<file path="config.mk">
export PLATFORM = sky130hd
export DESIGN_NAME = cla_pipe_adder
export DESIGN_NICKNAME = d
export VERILOG_FILES = /design/src/rtl/cla_pipe_adder.sv
export SDC_FILE = /design/constraint.sdc
export NUM_CORES = 1
export LEC_CHECK = 0
export BUFFER_PORTS_ARGS = -buffer_cell sky130_fd_sc_hd__buf_2
export CORE_MARGIN = 4
export CORE_UTILIZATION = 25
export DETAILED_ROUTE_END_ITERATION = 10
export PLACE_DENSITY_LB_ADDON = 0.05
export SKIP_CTS_REPAIR_TIMING = 1
export SLEW_MARGIN = 20
export SYNTH_ARGS = -nofsm -noshare
export SYNTH_HDL_FRONTEND = slang
export SYNTH_SLANG_ARGS = --single-unit
</file>
<file path="constraint.sdc">
create_clock -name clk -period 3.1 [get_ports clk]
set_clock_uncertainty 0.05 [all_clocks]
set_input_delay 0.155 -clock clk [delete_from_list [all_inputs] [get_ports clk]]
set_output_delay 0.155 -clock clk [all_outputs]
set_load 0.01 [all_outputs]
</file>
<file path="src/rtl/cla_pipe_adder.sv">
// Pipelined carry-lookahead adder/subtractor with valid/ready flow control.
// The operands are resolved SEG bits per stage: 4-bit CLA groups joined by a
// group-lookahead unit, with the carry between segments registered.
// Optional feature: define CLA_PIPE_FLAGS_EN to build the ovf/zero flags;
// without it both flags are tied to 0.
module cla_pipe_adder #(
  parameter int unsigned WIDTH = 32,
  parameter int unsigned SEG   = 8
) (
  input  logic             clk,
  input  logic             rst_n,
  input  logic             in_valid,
  output logic             in_ready,
  input  logic [WIDTH-1:0] a,
  input  logic [WIDTH-1:0] b,
  input  logic             cin,
  input  logic             sub,
  output logic             out_valid,
  input  logic             out_ready,
  output logic [WIDTH-1:0] s,
  output logic             cout,
  output logic             ovf,
  output logic             zero
);

  localparam int unsigned Stages = WIDTH / SEG;
  localparam int unsigned Groups = SEG / 4;

  logic             advance;
  logic [WIDTH-1:0] b_eff;
  logic             c_in0;

  // Signals tapped from the last stage's combinational result
  logic             last_vld;
  logic [WIDTH-1:0] last_s;
  logic             last_c;
`ifdef CLA_PIPE_FLAGS_EN
  logic             last_cmsb;
`endif

  logic             out_vld_q;
  logic [WIDTH-1:0] s_q;
  logic             cout_q;

  assign b_eff = b ^ {WIDTH{sub}};
  assign c_in0 = cin ^ sub;

  // One global enable: every stage moves together or all hold, bubbles included
  always_comb begin
    advance  = !out_valid || out_ready;
    in_ready = advance;
  end

  for (genvar k = 0; k < Stages; k++) begin : g_stage
    localparam int unsigned Lo  = k * SEG;      // bits already resolved upstream
    localparam int unsigned Rem = WIDTH - Lo;   // operand bits still pending here

    logic [Rem-1:0]    op_a;
    logic [Rem-1:0]    op_b;
    logic              c_seg_in;
    logic              vld;
    logic [SEG-1:0]    p;
    logic [SEG-1:0]    g;
    logic [SEG-1:0]    sum;
    logic [SEG:0]      c;
    logic [Groups-1:0] grp_g;
    logic [Groups-1:0] grp_p;
    logic [Groups:0]   grp_c;
    logic [Lo+SEG-1:0] s_acc;

    if (k == 0) begin : g_first
      assign op_a     = a;
      assign op_b     = b_eff;
      assign c_seg_in = c_in0;
      assign vld      = in_valid;
      assign s_acc    = sum;
    end else begin : g_next
      logic [Rem-1:0] in_a_q;
      logic [Rem-1:0] in_b_q;
      logic [Lo-1:0]  in_s_q;
      logic           in_c_q;
      logic           in_vld_q;

      // Stage boundary: segment carry, finished low sum bits, pending operand bits
      always_ff @(posedge clk or negedge rst_n) begin
        if (!rst_n) begin
          in_vld_q <= 1'b0;
          in_c_q   <= 1'b0;
          in_s_q   <= '0;
          in_a_q   <= '0;
          in_b_q   <= '0;
        end else if (advance) begin
          in_vld_q <= g_stage[k-1].vld;
          in_c_q   <= g_stage[k-1].c[SEG];
          in_s_q   <= g_stage[k-1].s_acc;
          in_a_q   <= g_stage[k-1].op_a[Rem+SEG-1:SEG];
          in_b_q   <= g_stage[k-1].op_b[Rem+SEG-1:SEG];
        end
      end

      assign op_a     = in_a_q;
      assign op_b     = in_b_q;
      assign c_seg_in = in_c_q;
      assign vld      = in_vld_q;
      assign s_acc    = {sum, in_s_q};
    end

    // Segment CLA: bit p/g, group G/P, group lookahead, then in-group carries
    always_comb begin
      p        = op_a[SEG-1:0] ^ op_b[SEG-1:0];
      g        = op_a[SEG-1:0] & op_b[SEG-1:0];
      grp_g    = '0;
      grp_p    = '0;
      grp_c    = '0;
      grp_c[0] = c_seg_in;
      for (int j = 0; j < Groups; j++) begin
        grp_p[j]   = &p[4*j +: 4];
        grp_g[j]   = g[4*j+3] | (p[4*j+3] & g[4*j+2]) | ((&p[4*j+2 +: 2]) & g[4*j+1]) |
                     ((&p[4*j+1 +: 3]) & g[4*j]);
        grp_c[j+1] = grp_g[j] | (grp_p[j] & grp_c[j]);
      end
      c = '0;
      for (int j = 0; j < Groups; j++) begin
        c[4*j]   = grp_c[j];
        c[4*j+1] = g[4*j] | (p[4*j] & grp_c[j]);
        c[4*j+2] = g[4*j+1] | (p[4*j+1] & g[4*j]) | ((&p[4*j +: 2]) & grp_c[j]);
        c[4*j+3] = g[4*j+2] | (p[4*j+2] & g[4*j+1]) | ((&p[4*j+1 +: 2]) & g[4*j]) |
                   ((&p[4*j +: 3]) & grp_c[j]);
      end
      c[SEG] = grp_c[Groups];
      sum    = p ^ c[SEG-1:0];
    end

    if (k == Stages - 1) begin : g_last
      assign last_vld  = vld;
      assign last_s    = s_acc;
      assign last_c    = c[SEG];
`ifdef CLA_PIPE_FLAGS_EN
      assign last_cmsb = c[SEG-1];
`endif
    end
  end

  // Output register: all WIDTH bits of one beat appear together
  always_ff @(posedge clk or negedge rst_n) begin
    if (!rst_n) begin
      out_vld_q <= 1'b0;
      s_q       <= '0;
      cout_q    <= 1'b0;
    end else if (advance) begin
      out_vld_q <= last_vld;
      s_q       <= last_s;
      cout_q    <= last_c;
    end
  end

  assign out_valid = out_vld_q;
  assign s         = s_q;
  assign cout      = cout_q;

`ifdef CLA_PIPE_FLAGS_EN
  logic ovf_q;
  logic zero_q;

  // Flags ride in the output register next to the sum they describe
  always_ff @(posedge clk or negedge rst_n) begin
    if (!rst_n) begin
      ovf_q  <= 1'b0;
      zero_q <= 1'b0;
    end else if (advance) begin
      ovf_q  <= last_cmsb ^ last_c;
      zero_q <= ~|last_s;
    end
  end

  assign ovf  = ovf_q;
  assign zero = zero_q;
`else
  assign ovf  = 1'b0;
  assign zero = 1'b0;
`endif

endmodule

</file>
==> impl_metrics.env, run 1 <==
export IMPL_crit_reg2reg_launch="g_stage[3].g_next.in_a_q[0]"
export IMPL_viasPerCell=4.169
export IMPL_largest_net_degree_at_the_start_of_global_routing=99
export IMPL_gr_usage_all_layers_pct=12.37
export IMPL_antenna_cells=0
export IMPL_met1_length_um=12390
export IMPL_clk_transition_reported_paths_ns=0.08
export IMPL_synth_cells=933
export IMPL_cts_path_max_buffers=2
export IMPL_gr_total_overflow=0
export IMPL_ys_warn_count=0
export IMPL_n_fill_cell=3626
export IMPL_max_freq_mhz=422.5
export IMPL_dr_total_vias=6375
export IMPL_worst_path_max_delay_cell="sky130_fd_sc_hd__dfrtp_1"
export IMPL_clk_root_buffer_cell="sky130_fd_sc_hd__clkbuf_16"
export IMPL_drt_total_wl_um=22610
export IMPL_die_area_um2=37470
export IMPL_grt_antenna_before_repair=0
export IMPL_holdCritPathClass="in -> reg"
export IMPL_finalSetupViolations=0
export IMPL_cts_tree="yes"
export IMPL_worst_slack_ns=0.7334
export IMPL_top_level_ports=107
export IMPL_worst_slew_margin_rel_pct=58.19
export IMPL_timing_worst_slew_pin_value_ns=0.6271
export IMPL_area_of_the_multi_input_gates_um2=3679
export IMPL_drt_iter0_markers=278
export IMPL_cp_num_buf_inv=0
export IMPL_post_route_min_period_ns=2.367
export IMPL_yosys_register_bits=184
export IMPL_critical_path_endpoint_type="flop"
export IMPL_outcome="finished with violations"
export IMPL_die_height_um=193.6
export IMPL_hold_worst_slack_ns=-0.01038
export IMPL_placement_io_buffers=104
export IMPL_tritoncts_num_sinks=184
export IMPL_rows=67
export IMPL_design_core_area_um2=33780
export IMPL_violations="negative hold slack"
export IMPL_crit_path_start="g_stage[3].g_next.in_a_q[0]"
export IMPL_maxUsedRoutingLayer="met4"
export IMPL_p_per_area_nw_per_um2=967.4
export IMPL_synth_largest_type_area_fraction_pct=53.48
export IMPL_number_of_global_route_vias_before_repair=6514
export IMPL_ir_drop_mv=0.4227
export IMPL_final_seq_area_um2=4604
export IMPL_wl_met3_um=633
export IMPL_cpPeakStageDelay_ns=0.39
export IMPL_finalCritPeriodShare_pct=76.34
export IMPL_detail_route_antenna_nets=0
export IMPL_timing_critical_path_cells="ha_1 -> a211oi_1 -> o21ai_0 -> a21o_1 -> fa_1 -> xnor2_1 -> o21ai_0"
export IMPL_total_power_uw=10280
export IMPL_cp_max_fo=4
export IMPL_worst_path_dominant_cell_family="compound AO/OA/AOI/OAI gates"
export IMPL_yosys_cell_count_top_type="sky130_fd_sc_hd__nand2_1"
export IMPL_final_max_slew_violation_count=0
export IMPL_synth_edff_count=0
export IMPL_grt_setup_unrepaired="false"
export IMPL_die_width_um=193.6
export IMPL_clock_insertion_delay_at_the_later_pin_of_the_skew_report_ns=0.45
export IMPL_final_hold_violating_endpoints=1
export IMPL_ctsHtreeMaxLevel=4
export IMPL_dpl_hpwl_um=15940
export IMPL_max_cap_viol_count=0
export IMPL_postSynthAreaPerCell_um2=9.228
export IMPL_initial_core_utilization_pct=25.48
export IMPL_syn_to_final_growth_pct=23.41
export IMPL_crit_path_start_kind="flop"
export IMPL_min_from="b[23]"
export IMPL_pre_cts_slack_ns=0.6199
export IMPL_timing_worst_setup_path_type="reg -> reg"
export IMPL_dr_pass1_iters=4
export IMPL_ys_async_sr_fraction_pct=100.0
export IMPL_worstPathArrival_ns=2.62
export IMPL_synth_top_cells_by_area="sky130_fd_sc_hd__dfrtp_1 (53%), sky130_fd_sc_hd__nand2_1 (18%), sky130_fd_sc_hd__ha_1 (4.7%)"
export IMPL_yosys_most_used_dff="sky130_fd_sc_hd__dfrtp_1"
export IMPL_dr_wl_met2_um=9297
export IMPL_cp_common_cell="sky130_fd_sc_hd__o21ai_0"
export IMPL_req_time_crit_path_ns=3.36
export IMPL_post_synth_top_cells="sky130_fd_sc_hd__nand2_1 (413), sky130_fd_sc_hd__dfrtp_1 (184), sky130_fd_sc_hd__o21ai_0 (54)"
export IMPL_cts_made_buffers=17
export IMPL_synth_lib_cells_used_distinct=48
export IMPL_syn_area_um2=8610
export IMPL_grt_pass1_wl_um=37130
export IMPL_post_drt_wl_per_cell_um=14.79
export IMPL_detail_route_drc_violations=0
export IMPL_synth_area_leader_cell="sky130_fd_sc_hd__dfrtp_1"
export IMPL_power_leakage_uw=0.005292
export IMPL_synth_yosys_seq_area_share_pct=53.48
export IMPL_setup_total_negative_slack_ns=0
export IMPL_gpl_final_weighted_congestion=0.7262
export IMPL_finish_net_count=1178
export IMPL_drive_above_1_share_pct=14.34
## cell families after synthesis
| logic type | Yosys count | synth area share (%) |
|---|---|---|
| mux | 2 | 0.2325 |
| simple gates | 471 | 21.64 |
| buf+inv | 65 | 3.837 |
| fa+ha+maj | 40 | 6.511 |
| xor+xnor | 44 | 4.694 |
| other cells | 1 | 0.04356 |
| flops | 184 | 53.48 |
| compound gates | 126 | 9.563 |
## layout make-up
class	count	area share, %
clock buffer	17	4.004
clock inverter	15	1.531
inverter	17	0.6477
multi-input combinational	685	34.62
sequential	184	43.33
tap	448	5.276
timing repair buffer	163	10.59
## path summary, 6_finish.rpt
path / slack (ns) / endpoint / cells past startpoint
max reg2reg: 0.73 / s[29] / 7
max: 0.73 / s[29] / 7
min: -0.01 / g_stage[1].g_next.in_b_q[15] / 3
max in group asynchronous: 1.91 / g_stage[2].g_next.in_s_q[15] / 3
min in group asynchronous: 0.21 / g_stage[1].g_next.in_s_q[1] / 2
min reg2reg: 0.41 / s[16] / 2
## worst register-to-register path, stage by stage, from the launching register on
cell,delay [ns]
sky130_fd_sc_hd__dfrtp_1,0.39
sky130_fd_sc_hd__ha_1,0.31
sky130_fd_sc_hd__a211oi_1,0.39
sky130_fd_sc_hd__o21ai_0,0.23
sky130_fd_sc_hd__a21o_1,0.23
sky130_fd_sc_hd__fa_1,0.37
sky130_fd_sc_hd__xnor2_1,0.16
sky130_fd_sc_hd__o21ai_0,0.08
## cells in the final DEF, fill, tap and decap left out, drive strengths merged, types with 2 or more instances in the layout
master,instances
a211o,3
and2,3
or3,2
nor3,3
a221oi,2
nor3b,10
xor2,13
dlygate4sd3,46
o211a,3
conb,2
a211oi,6
ha,32
fa,8
clkinv,6
o31ai,2
a221o,3
buf,116
nor2,25
a21o,12
clkbuf,18
nand3,5
a21oi,20
mux2i,2
a2111o,3
o21ai,54
and3,2
nand2,413
o2bb2ai,3
nor4,4
o2111a,3
xnor2,31
o21a,5
inv,24
dfrtp,184
## stage by stage
step	hold WS [ns]	cell area, um^2	instances	utilization (%)
6_report	-0.01038	10630	1529	31.45
5_1_grt	0.005781	10630	1529	31.45
4_1_cts	-0.3163	10160	1483	30.09
3_5_place_dp	0.1841	9577	1451	28.35
3_3_place_gp	0.1672	9577	1451	28.35
2_1_floorplan	-0.1906	8613	934	-
## metal layers
metal | vias to the layer above | track usage [%]
li1 | 3316 | -
met3 | 21 | 2.383
met5 | - | 0
met2 | 78 | 17.26
met4 | 0 | 3.462
met1 | 2960 | 19.32
## sequential cells by signal, indices dropped and copies added, names as in the netlist
name,cells
out_valid,1
g_stage.g_next.in_b_q,48
g_stage.g_next.in_a_q,48
s,32
cout,1
g_stage.g_next.in_vld_q,3
g_stage.c_seg_in,3
g_stage.g_next.in_s_q,48
## where the power goes
| part | internal (uW) | switching (uW) |
|---|---|---|
| combinational | 1610 | 2300 |
| clock | 1150 | 1080 |
| sequential | 3480 | 667 |
| total | 6230 | 4050 |
Power figures use the tool's default switching activity.
==> run 2, diff against run 1 <==
Settings changed: ABC_AREA set to 1.
Clock period 3.1 ns to 2.5 ns, I/O delays scaled along.
==> run 2 against run 1 <==
Net effect: flip-flop and latch count unchanged; first-iteration DRC count decreased by 11%; global-route usage decreased by 0.33 points; the flow still finishes with violations (negative hold slack); worst setup slack got worse by 0.20 ns; register-to-register slack got worse by 0.20 ns.
==> impl_metrics.env, run 2 <==
export IMPL_ys_warn_count=0
export IMPL_timing_worst_slew_pin_value_ns=0.5863
export IMPL_cellInternalPower_uw=7543
export IMPL_layout_top_registers="g_stage.g_next.in_a_q: 48 flops, g_stage.g_next.in_b_q: 48 flops, g_stage.g_next.in_s_q: 48 flops"
export IMPL_worst_slew_margin_rel_pct=60.91
export IMPL_synth_area_leader_cell="sky130_fd_sc_hd__dfrtp_1"
export IMPL_initial_core_utilization_pct=25.59
export IMPL_violations="negative hold slack"
export IMPL_max_cap_viol_count=0
export IMPL_syn_to_final_growth_pct=23.87
export IMPL_ctsHtreeMaxLevel=4
export IMPL_synth_largest_type_area_fraction_pct=54.75
export IMPL_detail_route_drc_violations=0
export IMPL_clock_insertion_delay_at_the_later_pin_of_the_skew_report_ns=0.43
export IMPL_clk_transition_reported_paths_ns=0.07
export IMPL_yosys_cell_count_top_type="sky130_fd_sc_hd__nand2_1"
export IMPL_drt_iter0_markers=248
export IMPL_die_area_um2=36640
export IMPL_ys_async_sr_fraction_pct=100.0
export IMPL_crit_path_start_kind="flop"
export IMPL_pre_cts_slack_ns=0.3375
export IMPL_outcome="finished with violations"
export IMPL_clock_power_share_pct=22.2
export IMPL_die_width_um=191.4
export IMPL_finish_net_count=1191
export IMPL_grt_pass1_wl_um=34960
export IMPL_final_max_slew_violation_count=0
export IMPL_cts_path_max_buffers=2
export IMPL_placement_io_buffers=104
export IMPL_layout_cells_most_common_list="sky130_fd_sc_hd__nand2_1 (414), sky130_fd_sc_hd__dfrtp_1 (184), sky130_fd_sc_hd__buf_2 (103), sky130_fd_sc_hd__o21ai_0 (68), sky130_fd_sc_hd__inv_1 (49)"
export IMPL_synth_yosys_seq_area_share_pct=54.75
export IMPL_p_per_area_nw_per_um2=1173
export IMPL_design_core_area_um2=32870
export IMPL_switchingPower_uw=4674
export IMPL_utilization_pct=31.69
export IMPL_finalSetupViolations=0
export IMPL_postSynthAreaPerCell_um2=8.908
export IMPL_holdCritPathClass="in -> reg"
export IMPL_layout_cell_area_non_filler_um2=10420
export IMPL_relative_contribution_of_combinational_cells_to_total_power_pct=36.3
export IMPL_synth_lib_cells_used_distinct=23
export IMPL_final_hold_violating_endpoints=4
export IMPL_seqPwrFrac_pct=41.5
export IMPL_number_of_global_route_vias_before_repair=6350
export IMPL_fraction_of_power_spent_switching_nets_pct=38.26
export IMPL_gr_total_overflow=0
export IMPL_req_time_crit_path_ns=2.75
export IMPL_antenna_cells=0
export IMPL_gpl_final_weighted_congestion=0.7009
export IMPL_n_fill_cell=3576
export IMPL_die_height_um=191.4
export IMPL_area_of_the_multi_input_gates_um2=3347
export IMPL_synth_cells=944
export IMPL_ir_drop_mv=0.5542
export IMPL_syn_area_um2=8409
export IMPL_post_drt_wl_per_cell_um=13.56
export IMPL_tritoncts_num_sinks=184
export IMPL_grt_setup_unrepaired="false"
export IMPL_most_common_library_cell_in_the_layout_ignoring_fill_and_taps="sky130_fd_sc_hd__nand2_1"
export IMPL_timing_worst_setup_path_type="reg -> reg"
export IMPL_top_level_ports=107
export IMPL_dpl_hpwl_um=14060
export IMPL_synth_top_cells_by_area="sky130_fd_sc_hd__dfrtp_1 (55%), sky130_fd_sc_hd__nand2_1 (18%), sky130_fd_sc_hd__ha_1 (4.8%)"
export IMPL_setup_total_negative_slack_ns=0
export IMPL_max_freq_mhz=507.5
export IMPL_cts_tree="yes"
export IMPL_viasPerCell=3.953
export IMPL_drive_above_1_share_pct=15.55
export IMPL_dr_pass1_iters=4
export IMPL_power_leakage_uw=0.005309
export IMPL_detail_route_antenna_nets=0
export IMPL_gr_usage_all_layers_pct=12.05
export IMPL_largest_net_degree_at_the_start_of_global_routing=75
export IMPL_critical_path_endpoint_type="flop"
export IMPL_cp_max_fo=3
export IMPL_worstPathArrival_ns=2.22
export IMPL_drt_total_wl_um=20810
export IMPL_post_route_min_period_ns=1.970
export IMPL_clk_root_buffer_cell="sky130_fd_sc_hd__clkbuf_16"
export IMPL_finalCritPeriodShare_pct=78.81
export IMPL_hold_worst_slack_ns=-0.04752
export IMPL_dr_total_vias=6068
export IMPL_postPlaceCellArea_um2=9410
export IMPL_yosys_most_used_dff="sky130_fd_sc_hd__dfrtp_1"
export IMPL_final_seq_area_um2=4604
export IMPL_post_synth_top_cells="sky130_fd_sc_hd__nand2_1 (414), sky130_fd_sc_hd__dfrtp_1 (184), sky130_fd_sc_hd__o21ai_0 (68)"
export IMPL_yosys_register_bits=184
export IMPL_grt_antenna_before_repair=0
export IMPL_worst_slack_ns=0.5297
export IMPL_rows=66
export IMPL_cts_made_buffers=17
export IMPL_synth_edff_count=0
==> run 2: worst max-delay path: stages, from the launching register on <==
cell,delay (ns)
sky130_fd_sc_hd__dfrtp_1,0.39
sky130_fd_sc_hd__ha_1,0.33
sky130_fd_sc_hd__or2_4,0.27
sky130_fd_sc_hd__nand3_2,0.09
sky130_fd_sc_hd__nand2_2,0.08
sky130_fd_sc_hd__fa_1,0.38
sky130_fd_sc_hd__xnor2_1,0.16
sky130_fd_sc_hd__o21ai_0,0.09
==> run 2: final timing paths <==
kind	from	end	slack [ns]	cells past startpoint
hold reg to reg	g_stage[3].g_next.in_vld_q	out_valid	0.42	2
max in group asynchronous	rst_n	g_stage[3].g_next.in_s_q[6]	1.51	3
min in group asynchronous	rst_n	s[20]	0.22	2
setup / recovery	g_stage[3].g_next.in_a_q[1]	s[29]	0.53	7
setup reg to reg	g_stage[3].g_next.in_a_q[1]	s[29]	0.53	7
hold / removal	b[12]	g_stage[1].g_next.in_b_q[4]	-0.05	3
==> run 2: area by class of cell <==
cell class	count	share of cell area (%)
timing repair buffer	163	10.97
tap	442	5.309
multi-input combinational	664	32.13
clock buffer	18	4.120
clock inverter	13	1.405
inverter	51	1.862
sequential	184	44.20
==> run 2: kinds of logic after synthesis <==
family | Yosys count | share of synthesized area [%]
other cells | 1 | 0.04459
fa+ha+maj | 40 | 6.666
buf+inv | 97 | 5.490
xor+xnor | 40 | 4.166
compound gates | 105 | 6.368
flops | 184 | 54.75
simple gates | 477 | 22.51
==> run 2: routing by layer <==
layer	track usage, %	wire length, um	vias to the layer above
met1	19.35	11820	2755
met4	3.895	258	0
met3	2.666	845	10
li1	-	-	3209
met2	15.59	7884	94
met5	0	0	-
==> run 2: stage by stage <==
| step | instances | total power [uW] |
|---|---|---|
| after global placement | 1461 | 9622 |
| after CTS | 1492 | 12480 |
| after detailed placement | 1461 | 9652 |
| after global routing | 1535 | 13500 |
| after floorplan | 945 | 8140 |
| final | 1535 | 12220 |
==> run 2: power by group through the flow <==
stage                     sequential [uW]  combinational [uW]  clock (uW)
final                                5070                4430        2710
after global routing                 5270                5270        2970
after CTS                            5100                4530        2850
after detailed placement             5150                4500           0
after global placement               5150                4470           0
after floorplan                      5040                3100           0
==> run 3, diff against run 2 <==
Clock period 2.5 ns to 1.67 ns, I/O delays scaled along.
==> run 3 against run 2 <==
Net effect: the run ends with negative hold slack, negative setup slack left; register-to-register slack lost 0.66 ns; via count increased by 3.4%; critical path depth unchanged; die area unchanged; largest power group is now combinational cells; global-route usage down 0.24 points; count of clock-buffer cells in the layout fell by 1; first-iteration DRC count shrank 2.8%; critical endpoint is now s[28]; worst setup slack lost 0.66 ns; clock power is 47% higher; fmax is 9.5% higher; flip-flop and latch count is the same.
==> impl_metrics.env, run 3 (synthesis gave the netlist of run 2 again) <==
export IMPL_outcome="finished with violations"
export IMPL_violations="negative hold slack, negative setup slack"
export IMPL_timing_worst_setup_path_type="reg -> reg"
export IMPL_detail_route_drc_violations=0
export IMPL_setup_total_negative_slack_ns=-0.6013
export IMPL_syn_to_final_growth_pct=33.69
export IMPL_post_route_min_period_ns=1.800
export IMPL_n_fill_cell=3513
export IMPL_tritoncts_num_sinks=184
export IMPL_layout_cells_most_common_list="sky130_fd_sc_hd__nand2_1 (407), sky130_fd_sc_hd__dfrtp_1 (183), sky130_fd_sc_hd__buf_2 (102), sky130_fd_sc_hd__o21ai_0 (62), sky130_fd_sc_hd__buf_4 (58)"
export IMPL_largest_net_degree_at_the_start_of_global_routing=70
export IMPL_worst_path_max_delay_cell="sky130_fd_sc_hd__fa_2"
export IMPL_worst_reg2reg_setup_slack_ns=-0.13
export IMPL_layout_cell_area_non_filler_um2=11240
export IMPL_grt_setup_unrepaired="true"
export IMPL_die_width_um=191.4
export IMPL_design_core_area_um2=32870
export IMPL_clk_transition_reported_paths_ns=0.07
export IMPL_timing_critical_path_cells="ha_1 -> or2_4 -> nand3_4 -> nand2_4 -> fa_2 -> nand2_1 -> nand2_1"
export IMPL_power_leakage_uw=0.005692
export IMPL_min_from="b[27]"
export IMPL_max_cap_viol_count=0
export IMPL_clock_insertion_delay_at_the_later_pin_of_the_skew_report_ns=0.44
export IMPL_placement_io_buffers=104
export IMPL_rows=66
export IMPL_drive_above_1_share_pct=22.30
export IMPL_finalCritPeriodShare_pct=107.8
export IMPL_drt_total_wl_um=21370
export IMPL_timing_hold_worst_endpoint="g_stage[1].g_next.in_b_q[19]"
export IMPL_top_level_ports=107
export IMPL_postPlaceCellArea_um2=9823
export IMPL_drt_iter0_markers=241
export IMPL_crit_reg2reg_launch="g_stage[3].g_next.in_b_q[1]"
export IMPL_finalSetupViolations=7
export IMPL_critical_path_endpoint_type="flop"
export IMPL_hold_worst_slack_ns=-0.02087
export IMPL_viasPerCell=3.926
export IMPL_finish_net_count=1254
export IMPL_grt_antenna_before_repair=0
export IMPL_dr_total_vias=6277
export IMPL_initial_core_utilization_pct=25.59
export IMPL_most_common_library_cell_in_the_layout_ignoring_fill_and_taps="sky130_fd_sc_hd__nand2_1"
export IMPL_p_per_area_nw_per_um2=1774
export IMPL_grt_pass1_wl_um=34310
export IMPL_cpPeakStageDelay_ns=0.51
export IMPL_final_hold_violating_endpoints=2
export IMPL_worstPathArrival_ns=2.13
export IMPL_cts_tree="yes"
export IMPL_clk_root_buffer_cell="sky130_fd_sc_hd__clkbuf_16"
export IMPL_dpl_hpwl_um=14480
export IMPL_gpl_final_weighted_congestion=0.6999
export IMPL_die_height_um=191.4
export IMPL_dr_pass1_iters=4
export IMPL_req_time_crit_path_ns=2.00
export IMPL_layout_top_registers="g_stage.g_next.in_a_q: 48 flops, g_stage.g_next.in_b_q: 48 flops, g_stage.g_next.in_s_q: 48 flops"
export IMPL_die_area_um2=36640
export IMPL_final_max_slew_violation_count=0
export IMPL_cp_common_cell="sky130_fd_sc_hd__nand2_1"
export IMPL_detail_route_antenna_nets=0
export IMPL_number_of_global_route_vias_before_repair=6283
export IMPL_ctsHtreeMaxLevel=4
export IMPL_worst_slack_ns=-0.1296
export IMPL_cts_made_buffers=17
export IMPL_gr_usage_all_layers_pct=11.81
export IMPL_antenna_cells=0
export IMPL_cts_path_max_buffers=2
export IMPL_gr_total_overflow=0
export IMPL_ir_drop_mv=0.8290
export IMPL_cp_max_fo=2
export IMPL_max_freq_mhz=555.7
export IMPL_crit_path_start_kind="flop"
export IMPL_worst_case_reg_to_reg_path_depth=7
export IMPL_holdCritPathClass="in -> reg"
export IMPL_post_drt_wl_per_cell_um=13.36
export IMPL_crit_reg2reg_capture="s[28]"
export IMPL_whs_path_depth=3
run 3: cell types whose count changed in the layout (fill, tap and decap cells not counted), moves of 6 or more:
cell	before	now
sky130_fd_sc_hd__buf_4	11	58
sky130_fd_sc_hd__ha_1	32	25
sky130_fd_sc_hd__ha_4	0	7
sky130_fd_sc_hd__nand2_1	414	407
sky130_fd_sc_hd__clkinvlp_4	1	7
sky130_fd_sc_hd__o21ai_0	68	62
sky130_fd_sc_hd__o21ai_1	12	18
run 3: worst max-delay path, delay by kind of cell (launching register included):
| family | cells | cell delay (ns) |
|---|---|---|
| fa+ha+maj | 2 | 0.82 |
| flops | 1 | 0.38 |
| simple gates | 5 | 0.50 |
run 3: worst max path at each step:
stage	slack, ns	depth (start not counted)	start	end
CTS	-0.17	7	g_stage[3].g_next.in_b_q[1]	s[29]
detailed placement	-0.19	10	sub	g_stage[1].g_next.in_s_q[5]
floorplan	-0.18	11	sub	g_stage[1].g_next.in_s_q[4]
global placement	-0.17	10	sub	g_stage[1].g_next.in_s_q[4]
finish	-0.13	7	g_stage[3].g_next.in_b_q[1]	s[28]
global route	-0.17	7	g_stage[3].g_next.in_b_q[1]	s[29]
run 3: area by class of cell:
type                       instances  area (um^2)  share of cell area [%]
clock buffer                      17        425.4                   3.784
clock inverter                    15        143.9                   1.280
inverter                          51        203.9                   1.814
multi-input combinational        664         3547                   31.55
sequential                       184         4606                   40.97
tap                              442        553.0                   4.919
timing repair buffer             226         1763                   15.68
run 3: routing by layer:
layer	global-route usage, %	vias to the layer above	wire [um]
li1	-	3351	-
met1	19.13	2830	12330
met2	15.02	81	7985
met3	2.885	15	783
met4	3.564	0	275
met5	0	-	0
run 3: power by group:
| group | total [uW] | switching (uW) | internal [uW] |
|---|---|---|---|
| sequential | 7610 | 1160 | 6450 |
| clock | 3990 | 1900 | 2080 |
| combinational | 8350 | 4500 | 3850 |
| total | 19900 | 7560 | 12400 |
run 3: stage by stage:
step / cells / worst slack [ns] / total power, uW / utilization [%]
after floorplan: 945 / -0.1772 / 12210 / -
after global placement: 1503 / -0.1709 / 15220 / 29.89
after detailed placement: 1503 / -0.1907 / 15250 / 29.89
after CTS: 1535 / -0.1676 / 19400 / 31.62
after global routing: 1599 / -0.1743 / 21900 / 34.21
final: 1599 / -0.1296 / 19940 / 34.21
